<file path="config.mk">
export PLATFORM = sky130hd
export DESIGN_NAME = spi_tx_arbiter
export DESIGN_NICKNAME = d
export VERILOG_FILES = /design/src/rtl/spi_defines_pkg.sv /design/src/rtl/spi_tx_arbiter_rr_arbiter_core.sv /design/src/rtl/spi_tx_arbiter.sv
export SDC_FILE = /design/constraint.sdc
export NUM_CORES = 1
export LEC_CHECK = 0
export CORE_ASPECT_RATIO = 2
export CORE_UTILIZATION = 41
export DETAILED_ROUTE_END_ITERATION = 7
export GPL_ROUTABILITY_DRIVEN = 0
export PLACE_DENSITY = 0.89
export RECOVER_POWER = 100
export SLEW_MARGIN = 15
export SYNTH_ARGS = -nofsm -noshare
export SYNTH_HDL_FRONTEND = slang
export SYNTH_SLANG_ARGS = --single-unit
export TNS_END_PERCENT = 10
</file>
<file path="constraint.sdc">
create_clock -name clk -period 2.3 [get_ports clk]
set_clock_uncertainty 0.1 [all_clocks]
set_input_delay 0.345 -clock clk [delete_from_list [all_inputs] [get_ports clk]]
set_output_delay 0.345 -clock clk [all_outputs]
set_load 0.01 [all_outputs]
</file>
<file path="src/rtl/spi_defines_pkg.sv">
// spi_defines_pkg: shared SPI transmit-path types and default word width / chip-select timing.
`ifndef DATA_WIDTH
`define DATA_WIDTH 8
`endif
`ifndef CS_SETUP_DEF
`define CS_SETUP_DEF 2
`endif
`ifndef CS_HOLD_DEF
`define CS_HOLD_DEF 2
`endif
package spi_defines_pkg;
  typedef enum logic [1:0] {ARB_IDLE, ARB_SETUP, ARB_ACTIVE, ARB_HOLD} arb_state_t;
  function automatic int rr_next(int id, int n);
    return (id + 1) % n;
  endfunction
endpackage

</file>
<file path="src/rtl/spi_tx_arbiter_rr_arbiter_core.sv">
// rr_arbiter_core: picks the first request at or above ptr, wrapping, as one-hot grant plus index.
module rr_arbiter_core #(
  parameter int N = 4,
  localparam int W = $clog2(N)
) (
  input  logic [N-1:0] req_vec,
  input  logic [W-1:0] ptr,
  output logic [N-1:0] grant,
  output logic [W-1:0] idx,
  output logic         valid
);
  logic [W-1:0] j;
  always_comb begin
    grant = '0;
    idx = '0;
    j = '0;
    for (int k = N - 1; k >= 0; k--) begin
      j = W'((int'(ptr) + k) % N);
      idx = req_vec[j] ? j : idx;
    end
    grant[idx] = |req_vec;
  end
  assign valid = |req_vec;
endmodule

</file>
<file path="src/rtl/spi_tx_arbiter.sv">
// spi_tx_arbiter: round-robin share of one spi_serializer among NUM_REQ FIFOs with per-requester cs_n.
// Define SPI_ARB_BURST_EN to keep cs_n low for up to BURST_LEN words per grant.
`ifndef DATA_WIDTH
`define DATA_WIDTH 8
`endif
`ifndef CS_SETUP_DEF
`define CS_SETUP_DEF 2
`endif
`ifndef CS_HOLD_DEF
`define CS_HOLD_DEF 2
`endif
module spi_tx_arbiter
  import spi_defines_pkg::*;
#(
  parameter int NUM_REQ = 4,
  parameter int DATA_WIDTH = `DATA_WIDTH,
  parameter int CS_SETUP = `CS_SETUP_DEF,
  parameter int CS_HOLD = `CS_HOLD_DEF
`ifdef SPI_ARB_BURST_EN
  , parameter int BURST_LEN = 4
`endif
) (
  input  logic                          clk,
  input  logic                          rst,
  input  logic [NUM_REQ-1:0]            req_empty,
  input  logic [NUM_REQ-1:0]            req_full,
  input  logic [NUM_REQ*DATA_WIDTH-1:0] req_read_data,
  output logic [NUM_REQ-1:0]            req_read_en,
  output logic                          ser_empty,
  output logic                          ser_full,
  output logic [DATA_WIDTH-1:0]         ser_read_data,
  input  logic                          ser_read_en,
  input  logic                          ser_done,
  output logic [NUM_REQ-1:0]            cs_n,
  output logic [$clog2(NUM_REQ)-1:0]    grant_id,
  output logic                          busy
);
  localparam int W = $clog2(NUM_REQ);
  arb_state_t state;
  logic [3:0] cnt;
  logic [W-1:0] ptr, pick;
  logic [NUM_REQ-1:0] req_vec, grant;
  logic valid, seen_rd, act;
  logic [DATA_WIDTH-1:0] heads [NUM_REQ];
`ifdef SPI_ARB_BURST_EN
  logic [3:0] words_sent;
`endif
  for (genvar i = 0; i < NUM_REQ; i++) begin : g_head
    assign heads[i] = req_read_data[i*DATA_WIDTH +: DATA_WIDTH];
  end
  assign req_vec = ~req_empty | req_full;
  assign act = state == ARB_ACTIVE;
  assign busy = state != ARB_IDLE;
  // Once the word is taken, hide the FIFO so the serializer idles after COMPLETE.
  assign ser_empty = act && !seen_rd ? req_empty[grant_id] : 1'b1;
  assign ser_full = act && !seen_rd ? req_full[grant_id] : 1'b0;
  assign ser_read_data = act ? heads[grant_id] : '0;
  assign req_read_en = act && ser_read_en ? NUM_REQ'(1) << grant_id : '0;
  rr_arbiter_core #(.N(NUM_REQ)) u_rr (
    .req_vec(req_vec),
    .ptr(ptr),
    .grant(grant),
    .idx(pick),
    .valid(valid)
  );
  always_ff @(posedge clk or posedge rst) begin
    if (rst) begin
      state <= ARB_IDLE;
      cnt <= '0;
      ptr <= '0;
      grant_id <= '0;
      cs_n <= '1;
      seen_rd <= 1'b0;
`ifdef SPI_ARB_BURST_EN
      words_sent <= '0;
`endif
    end else begin
      case (state)
        ARB_IDLE: if (valid) begin
          grant_id <= pick;
          cs_n <= ~grant;
          cnt <= '0;
          seen_rd <= 1'b0;
`ifdef SPI_ARB_BURST_EN
          words_sent <= '0;
`endif
          state <= ARB_SETUP;
        end
        ARB_SETUP: begin
          cnt <= cnt + 4'd1;
          if (cnt == 4'(CS_SETUP - 1)) begin
            cnt <= '0;
            state <= req_empty[grant_id] ? ARB_HOLD : ARB_ACTIVE;
          end
        end
        ARB_ACTIVE: begin
          seen_rd <= seen_rd | ser_read_en;
`ifdef SPI_ARB_BURST_EN
          words_sent <= words_sent + 4'(ser_read_en);
          if (ser_done) begin
            if (!req_empty[grant_id] && words_sent < 4'(BURST_LEN)) seen_rd <= 1'b0;
            else state <= ARB_HOLD;
          end
`else
          if (ser_done) state <= ARB_HOLD;
`endif
        end
        ARB_HOLD: begin
          cnt <= cnt + 4'd1;
          if (cnt == 4'(CS_HOLD - 1)) begin
            cnt <= '0;
            cs_n <= '1;
            ptr <= W'(rr_next(int'(grant_id), NUM_REQ));
            state <= ARB_IDLE;
          end
        end
        default: state <= ARB_IDLE;
      endcase
    end
  end
endmodule

</file>
==> results of run 1 <==
worst min path at each step:
stage / to / cells past startpoint / startpoint
after CTS: grant_id[1] / 2 / rst
after floorplan: cnt[0] / 1 / rst
after detailed placement: cs_n[0] / 2 / cs_n[0]
after global placement: cs_n[0] / 2 / cs_n[0]
final: cs_n[0] / 2 / cs_n[0]
after global routing: cs_n[3] / 2 / cs_n[3]
final cells by class:
type	instances	area share, %
Tap cell	31	1.75
Multi-Input combinational cell	103	41.8
Clock inverter	1	0.225
Clock buffer	3	1.86
Sequential cell	15	17.2
Timing Repair Buffer	81	34.6
Inverter	15	2.54
cells by family after synthesis:
logic type | synth area share, %
AND/OR/NAND/NOR | 19.0
buffers and inverters | 5.86
adder cells (fa/ha/maj) | 9.02
AO/OA/AOI/OAI | 22.5
multiplexers | 16.2
flip-flops | 27.4
metal layers:
| metal | vias to the layer above | track usage (%) | routed length (um) |
|---|---|---|---|
| met5 | - | 0 | 0 |
| met4 | 0 | 11.8 | 161 |
| met3 | 15 | 4.95 | 344 |
| met2 | 81 | 43.7 | 2110 |
| met1 | 692 | 24.7 | 1540 |
| li1 | 683 | - | - |
flip-flops by register name (all words and copies together), names as in the netlist:
name	flops
cnt	4
cs_n	4
grant_id	2
ptr	2
seen_rd	1
state	2
placed cells by master, fill, tap and decap left out, types with 4 or more instances in the layout:
cell             count
a21oi_1             10
a31o_2               4
a32oi_1              4
and2_1               8
and3_1               4
buf_4               14
clkdlybuf4s50_1     42
dfrtp_1             10
dfstp_2              4
dlygate4sd2_1       12
dlygate4sd3_1        6
ha_1                 9
inv_1               15
mux4_2              10
nand2_1              6
nor2_1               6
o21ai_0              4
timing repair:
item,4_1_cts,5_1_grt
hold buffers,0,0
gates resized for setup,18,4
setup endpoints to repair,12,5
pin swaps,1,1
endpoints found under the hold margin,0,0
setup buffers,2,0
power by group:
part	internal [mW]	leakage (nW)	switching (mW)	total, mW
clock network	0.120	0.0255	0.0960	0.216
registers	0.392	0.179	0.135	0.528
logic	0.841	0.854	0.729	1.57
total	1.35	1.06	0.960	2.31
metrics by stage:
stage               total power [mW]  cells  utilization, %
floorplan                       1.48    138               -
global placement                2.05    243            67.9
detailed placement              2.11    243            67.9
CTS                             2.32    249            69.3
global route                    2.50    249            69.5
finish                          2.31    249            69.5
worst max-delay path, cell delays in order:
cell and delay, ns:
clkdlybuf4s50_1 0.43, mux4_2 0.51, or3b_1 0.39, buf_2 0.15
==> results.toml, run 1 <==
[run_status]
status = "finished, final reports clean"

[layout]
nNetsFinal = 273
multi_input_area_sq_um = 928
register_area_sq_um = 382
num-fill-cells = 236
drive_gt1_share_pct = 22.5
antennaDiodeCount = 0
final_area_sq_mm = 0.00222
syn_to_final_growth_pct = 60.0

[timing]
drv_slew = 0
timing.hold.ws_ns = 0.360
grt_setup_unrepaired = "true"
hold_viol = 0
setup_violations = 0
worst_pin_slew_ns = 0.591
slew_headroom_pct = 60.5
fin_setup_tns_ns = 0
fin_crit_sh_pct = 98.9
timing.fmax_mhz = 439
post-route-min-period_ns = 2.28
setup_slack_ns = 0.0246

[critical_path]
worstPathRequired_ns = 1.86
critPathCapture = "ser_empty"
reg2regPathDepth = 6
critPathLaunchType = "input pin"
startpoint = "req_empty[2]"
crit_fanout = 2
worstReg2RegEnd = "cnt[0]"
path_class = "input pin to output pin"
worstPathArrival_ns = 1.83
endpoint_kind = "output pin"
r2r-start = "state[1]"
rrSetupSlack_ns = 0.43

[synth]
ys_async_sr_fraction_pct = 100
yosys-top-cells-area = "dfrtp_1, mux4_2, ha_1"
syn_nets = 192
synth-edff-count = 0
ys_seq_area_share_pct = 27.4
synth_top_area_cell = "dfrtp_1"
netlist_area_sq_mm = 0.00139
yosys.cell_types.count = 44
synthTopCellsByCount = "inv_1, dfrtp_1, a21oi_1, ha_1, mux4_2"
synth.most_common_cell = "inv_1"
ys_ff_latch = 15
avgSynthCellArea_sq_um = 10.1
netlist.area_leader.share_pct = 19.8
synth_warnings = 0
synthCells = 138
synthFlopType = "dfrtp_1"

[global_route]
grt_pass1_wl_um = 6830
overflow = 0
grt_use_total_pct = 24.1
grt_pass1_vias = 1505
antenna_found_initial = 0
grt_max_degree = 16

[drt]
first_pass_iters = 4
wl_um = 4160
drc = 0
post_drt_via_cell_ratio = 5.91
ant_nets = 0
routedWlPerCell_um = 16.7
first_iter_violations = 45
routed-via-count = 1471

[placed_design]
io_buffers = 64
dp_slack_ns = -0.352
dpl-instance-area_sq_mm = 0.00217
hpwl_um = 3240

[floorplan]
pin_count = 65
dieArea_sq_mm = 0.00363
dieWidth_um = 43.1
floorplan.rows = 29
die_h_um = 84.3
coreArea_sq_mm = 0.00319
initial_core_util_pct = 43.5

[cts]
htree_levels = 1
insertion_delay_ns = 0.25
clk_pin_slew_worst_paths_ns = 0.06
clock_path_buffers = 2
cts-buffers-inserted = 3
clock-root-buffer = "clkbuf_8"
cts_tree = "built"
clock_sinks = 15

[power_and_ir_drop]
p_leak_nw = 1.06
p_per_area_mw_per_mm2 = 1040
ir_drop_uv = 658

[worst_hold_path]
min_path_type = "flop to flop"

[flow_run]
drv_cap = 0
(Power assumes the default switching activity.)
==> inputs of run 2 (changes only) <==
--- a/config.mk
+++ b/config.mk
@@ -9,6 +9,8 @@
 export CORE_UTILIZATION = 41
 export DETAILED_ROUTE_END_ITERATION = 7
 export GPL_ROUTABILITY_DRIVEN = 0
+export GPL_TIMING_DRIVEN = 1
+export HOLD_SLACK_MARGIN = 0.06
 export PLACE_DENSITY = 0.89
 export RECOVER_POWER = 100
 export SLEW_MARGIN = 15
==> results of run 2 <==
No change in the layout: final DEF, timing and power equal those of run 1.
